$ cat src/rtl/flopbank_pkg.sv
// Shared constants and helpers for the flopbank multi-port flop array.
// Address width derivation and collision counter sizing live here.
package flopbank_pkg;

    localparam int COLL_W = 8;
    localparam logic [COLL_W-1:0] COLL_MAX = 8'd255;

    function automatic int clog2(input int n);
        int r;
        r = 0;
        while ((1 << r) < n) r++;
        return r;
    endfunction

    // A single-entry bank still needs a one-bit address port.
    function automatic int aw_for(input int depth);
        return (clog2(depth) < 1) ? 1 : clog2(depth);
    endfunction

endpackage

$ cat src/rtl/flopbank_merge.sv
// Per-entry priority merge: folds NWR masked writes into one next value
// and a per-bit write enable, with the highest-numbered port winning.
module flopbank_merge
    import flopbank_pkg::*;
#(
    parameter int NWR   = 3,
    parameter int WIDTH = 1
) (
    input  logic [NWR-1:0]       hit,
    input  logic [NWR*WIDTH-1:0] mask,
    input  logic [NWR*WIDTH-1:0] data,
    output logic [WIDTH-1:0]     nxt,
    output logic [WIDTH-1:0]     bwe
);

    // Ascending loop: later ports overwrite earlier ones bit by bit.
    always_comb begin
        nxt = '0;
        bwe = '0;
        for (int p = 0; p < NWR; p++) begin
            for (int b = 0; b < WIDTH; b++) begin
                if (hit[p] && mask[p*WIDTH + b]) begin
                    nxt[b] = data[p*WIDTH + b];
                    bwe[b] = 1'b1;
                end
            end
        end
    end

endmodule

$ cat src/rtl/flopbank.sv
// Multi-port prioritised flop array with valid tracking, a registered
// read-old-data port and write-collision monitoring.
module flopbank
    import flopbank_pkg::*;
#(
    parameter int               WIDTH     = 1,
    parameter int               DEPTH     = 4,
    parameter int               NWR       = 3,
    parameter logic [WIDTH-1:0] RESET_VAL = '0,
    localparam int              AW        = aw_for(DEPTH)
) (
    input  logic                 clk,
    input  logic                 reset,
    input  logic                 clr,
    input  logic [NWR-1:0]       wr_en,
    input  logic [NWR*AW-1:0]    wr_addr,
    input  logic [NWR*WIDTH-1:0] wr_data,
    input  logic [NWR*WIDTH-1:0] wr_mask,
    input  logic [AW-1:0]        rd_addr,
    output logic [WIDTH-1:0]     rd_data,
    output logic                 rd_valid,
    output logic [DEPTH-1:0]     valid_vec,
    output logic                 collide,
    output logic [COLL_W-1:0]    collide_cnt
);

    logic [WIDTH-1:0] mem [DEPTH];
    logic [NWR-1:0]   hit [DEPTH];
    logic [WIDTH-1:0] nxt [DEPTH];
    logic [WIDTH-1:0] bwe [DEPTH];
    logic [DEPTH-1:0] set_valid;
    logic             collide_now;
    logic             rd_in_range;

    // Out-of-range addresses never match any entry, so they cannot write,
    // set valid or contribute to a collision.
    always_comb begin
        for (int e = 0; e < DEPTH; e++) begin
            for (int p = 0; p < NWR; p++) begin
                hit[e][p] = wr_en[p] && (wr_addr[p*AW +: AW] == AW'(e));
            end
        end
    end

    always_comb begin
        set_valid   = '0;
        collide_now = 1'b0;
        for (int e = 0; e < DEPTH; e++) begin
            for (int p = 0; p < NWR; p++) begin
                if (hit[e][p] && (|wr_mask[p*WIDTH +: WIDTH])) begin
                    set_valid[e] = 1'b1;
                end
            end
            if ($countones(hit[e]) > 1) begin
                collide_now = 1'b1;
            end
        end
    end

    for (genvar e = 0; e < DEPTH; e++) begin : g_entry
        flopbank_merge #(
            .NWR   (NWR),
            .WIDTH (WIDTH)
        ) u_merge (
            .hit  (hit[e]),
            .mask (wr_mask),
            .data (wr_data),
            .nxt  (nxt[e]),
            .bwe  (bwe[e])
        );
    end

    assign rd_in_range = (32'(rd_addr) < DEPTH);

    always_ff @(posedge clk or posedge reset) begin
        if (reset) begin
            for (int e = 0; e < DEPTH; e++) begin
                mem[e] <= RESET_VAL;
            end
            valid_vec   <= '0;
            rd_data     <= '0;
            rd_valid    <= 1'b0;
            collide     <= 1'b0;
            collide_cnt <= '0;
        end else begin
            rd_data  <= rd_in_range ? mem[rd_addr] : '0;
            rd_valid <= rd_in_range ? valid_vec[rd_addr] : 1'b0;
            collide  <= collide_now;
            if (collide_now && (collide_cnt != COLL_MAX)) begin
                collide_cnt <= collide_cnt + 1'b1;
            end
            // Clear wins over every write landing in the same cycle.
            if (clr) begin
                for (int e = 0; e < DEPTH; e++) begin
                    mem[e] <= RESET_VAL;
                end
                valid_vec <= '0;
            end else begin
                for (int e = 0; e < DEPTH; e++) begin
                    mem[e] <= (mem[e] & ~bwe[e]) | (nxt[e] & bwe[e]);
                end
                valid_vec <= valid_vec | set_valid;
            end
        end
    end

endmodule

$ cat config.mk
export PLATFORM = sky130hd
export DESIGN_NAME = flopbank
export DESIGN_NICKNAME = d
export VERILOG_FILES = /design/src/rtl/flopbank_pkg.sv /design/src/rtl/flopbank_merge.sv /design/src/rtl/flopbank.sv
export SDC_FILE = /design/constraint.sdc
export NUM_CORES = 1
export LEC_CHECK = 0
export ABC_AREA = 1
export CORE_MARGIN = 3
export CORE_UTILIZATION = 48
export CTS_CLUSTER_SIZE = 40
export DETAILED_ROUTE_END_ITERATION = 12
export PLACE_DENSITY = 0.89
export SLEW_MARGIN = 20
export SYNTH_ARGS = -nofsm -noshare
export SYNTH_HDL_FRONTEND = slang
export SYNTH_SLANG_ARGS = --single-unit
export TNS_END_PERCENT = 30
$ cat constraint.sdc
create_clock -name clk -period 1.7 [get_ports clk]
set_input_delay 0.34 -clock clk [delete_from_list [all_inputs] [get_ports clk]]
set_output_delay 0.34 -clock clk [all_outputs]
set_load 0.05 [all_outputs]
==> summary.md <==
| Metric | Value |
|---|---|
| Outcome | `finished clean` |
| Worst vdd ir | `0.982 mV` |
| Top cells by count, synth | `nand2_1 (47), nor2_1 (31), inv_1 (22)` |
| WP data arrival | `1.85 ns` |
| Vias in the first global route | `1,332` |
| Synthesized flop and latch total | `19` |
| First-pass GRT wire length | `5530 um` |
| Multi-input logic area | `791 um2` |
| Total global-route track usage | `0.206` |
| Wirelength per Cell | `12.9 um` |
| Yosys warning count | `0` |
| Crit-path max FO | `8` |
| Clock root cell | `clkbuf_4` |
| Yosys cell types | `21` |
| Fillers | `209` |
| Min Tclk post-route | `1.61 ns` |
| Number of synthesized flops with an enable pin | `0` |
| Syn Std Cell Area | `0.00132 mm2` |
| CTS tree | `built` |
| Clock Skews | `0.00454 ns` |
| Top-count cell post-synth | `nand2_1` |
| CTS max path bufs | `2` |
| Fin. Hold Viols | `0` |
| Async set-reset flop share out of synthesis | `1.00` |
| Chip height | `58.4 um` |
| Fin crit share | `0.944` |
| CTS Buf Count | `3` |
| Tot Pwr | `1.40 mW` |
| H-tree level count | `1` |
| Leak pwr | `0.942 nW` |
| Routability Congestion | `0.870` |
| Layout cells sized above 1 | `0.183` |
| Worst Max-Slew Pin Slew | `0.384 ns` |
| Ys flop type | `dfrtp_1` |
| Register Area | `475 um2` |
| Top cells by area, synth | `dfrtp_1 (36%), nand2_1 (13%), nor2_1 (8.8%)` |
| Clock Sinks | `19` |
| Seq/Total Area, Yosys | `0.361` |
| Num rows | `18` |
| Vias per cell | `5.32` |
| Antenna Nets Post-Route | `0` |
| Required time of the critical path | `1.94 ns` |
| I/O Pins | `35` |
| Clk pin slew, worst setup/hold paths | `0.11 ns` |
| Initial Util | `0.518` |
| N_diodes | `0` |
| Starting DRT DRC Count | `63` |
| RSZ-0062 raised after global routing | `false` |
| CP endpoint kind | `flop` |
| R2R setup slack | `0.21 ns` |
| Mapped Nets | `210` |
| Largest net degree at the start of global routing | `20` |
| Hold Buf Count CTS | `0` |
| Crit path kind | `in2reg` |
| Startpoint Class | `input port` |
| DRC Markers | `0` |
| GRT overflow | `0` |
| Die area | `0.00341 mm2` |
| DP Wirelength | `2510 um` |
| Slew HR | `0.744` |
| Initial antenna violation count | `0` |
| Via Count | `1,377` |
| PD cells | `777 mW/mm2` |
| Cell taking the most area after synthesis | `dfrtp_1` |
| # setup viols final | `0` |
| Share of Yosys cell area claimed by the top area cell type | `0.361` |
| Final wirelength | `3350 um` |
| Core Region | `0.00254 mm2` |
| PortBufs | `34` |
| Layout area overhead | `37.2%` |
| Cells after synthesis | `185` |
| Clock latency on the worst-skew pair | `0.30 ns` |
| Setup_tns | `0 ns` |
| Max frequency | `623 MHz` |
| Pre-antenna DRT Iters | `4` |
| Die W | `58.4 um` |
| Syn avg cell area | `7.12 um2` |
| Final #Nets | `255` |
| Max Slew Vio Count | `0` |
| Hold crit path type | `in2async` |
| MaxCap Viol Count | `0` |
[layout make-up]
| class | instances | area share |
|---|---|---|
| inverters | 22 | 0.0457 |
| flip-flops and latches | 19 | 0.263 |
| repair buffers | 41 | 0.218 |
| clock buffers | 3 | 0.0125 |
| clock inverters | 1 | 0.00277 |
| well taps | 30 | 0.0208 |
| multi-input cells | 143 | 0.437 |
[worst paths after layout]
check | start | end | cells after the start
worst min-delay path | reset | valid_vec[3]$_DFF_PP0_ | 3
worst max register to register | collide_cnt[1]$_DFFE_PP0P_ | collide_cnt[5]$_DFFE_PP0P_ | 7
worst max-delay path | wr_addr[5] | collide_cnt[5]$_DFFE_PP0P_ | 11
min in group clk | wr_addr[0] | mem[1]$_DFF_PP0_ | 6
max in group asynchronous | reset | collide_cnt[0]$_DFFE_PP0P_ | 3
worst min register to register | valid_vec[2]$_DFF_PP0_ | valid_vec[2]$_DFF_PP0_ | 2
[critical path, cell delays in order]
cell and delay, ns:
dlygate4sd2_1 0.27, inv_1 0.14, nor2_1 0.09, ha_1 0.18
nor2_1 0.09, nand2_1 0.09, nor2_4 0.14, nand4_4 0.17
nand2_4 0.15, nand2_1 0.07, nand2_1 0.10
[registers in the layout, summed over array words and instances (netlist names)]
name,count
collide_cnt,8
rd_valid,1
mem,4
rd_data,1
collide,1
valid_vec,4
[kinds of logic after synthesis]
family | after synthesis | synth area share
AO/OA/AOI/OAI | 16 | 0.0617
XOR/XNOR | 4 | 0.0266
buffers and inverters | 24 | 0.0750
flip-flops | 19 | 0.361
adder cells (fa/ha/maj) | 5 | 0.0475
AND/OR/NAND/NOR | 117 | 0.428
[where the power goes]
group | leakage (nW) | internal (mW) | switching [mW]
clock | 0.0177 | 0.0877 | 0.138
sequential | 0.253 | 0.511 | 0.0748
combinational | 0.671 | 0.220 | 0.373
[cell usage in the layout, fill, tap and decap left out, types with 4 or more instances in the layout]
master / n
nand4_1: 8
clkdlybuf4s50_1: 13
buf_12: 4
o21ai_0: 7
nor2_1: 29
buf_4: 18
nand2_1: 44
dfrtp_1: 19
nand3_1: 18
inv_1: 22
ha_1: 4
a21oi_1: 8
dlygate4sd2_1: 5
[metal layers]
metal  track usage  wire, um  vias up
met1         0.258      1440      632
met3        0.0439       214        4
met2         0.364      1670       46
li1              -         -      695
met4        0.0397        26        0
met5             0         0        -
[metrics by stage]
| step | setup slack [ns] | utilization | cells | instance area (um2) | hold WS (ns) |
|---|---|---|---|---|---|
| after CTS | 0.0670 | 0.712 | 259 | 1810 | 0.340 |
| final | 0.0949 | 0.710 | 259 | 1810 | 0.343 |
| after global placement | -0.388 | 0.682 | 253 | 1740 | 0.520 |
| after detailed placement | -0.458 | 0.682 | 253 | 1740 | 0.527 |
| after global routing | 0.0249 | 0.710 | 259 | 1810 | 0.379 |
| after floorplan | 0.0140 | - | 185 | 1320 | 0.291 |
[timing repair]
item,CTS,global route
resized for setup,14,2
setup endpoints to repair,8,2
setup buffers,1,0
cloned,1,0
pin swaps,7,0
Note: power is estimated with default switching activity, not from simulation.
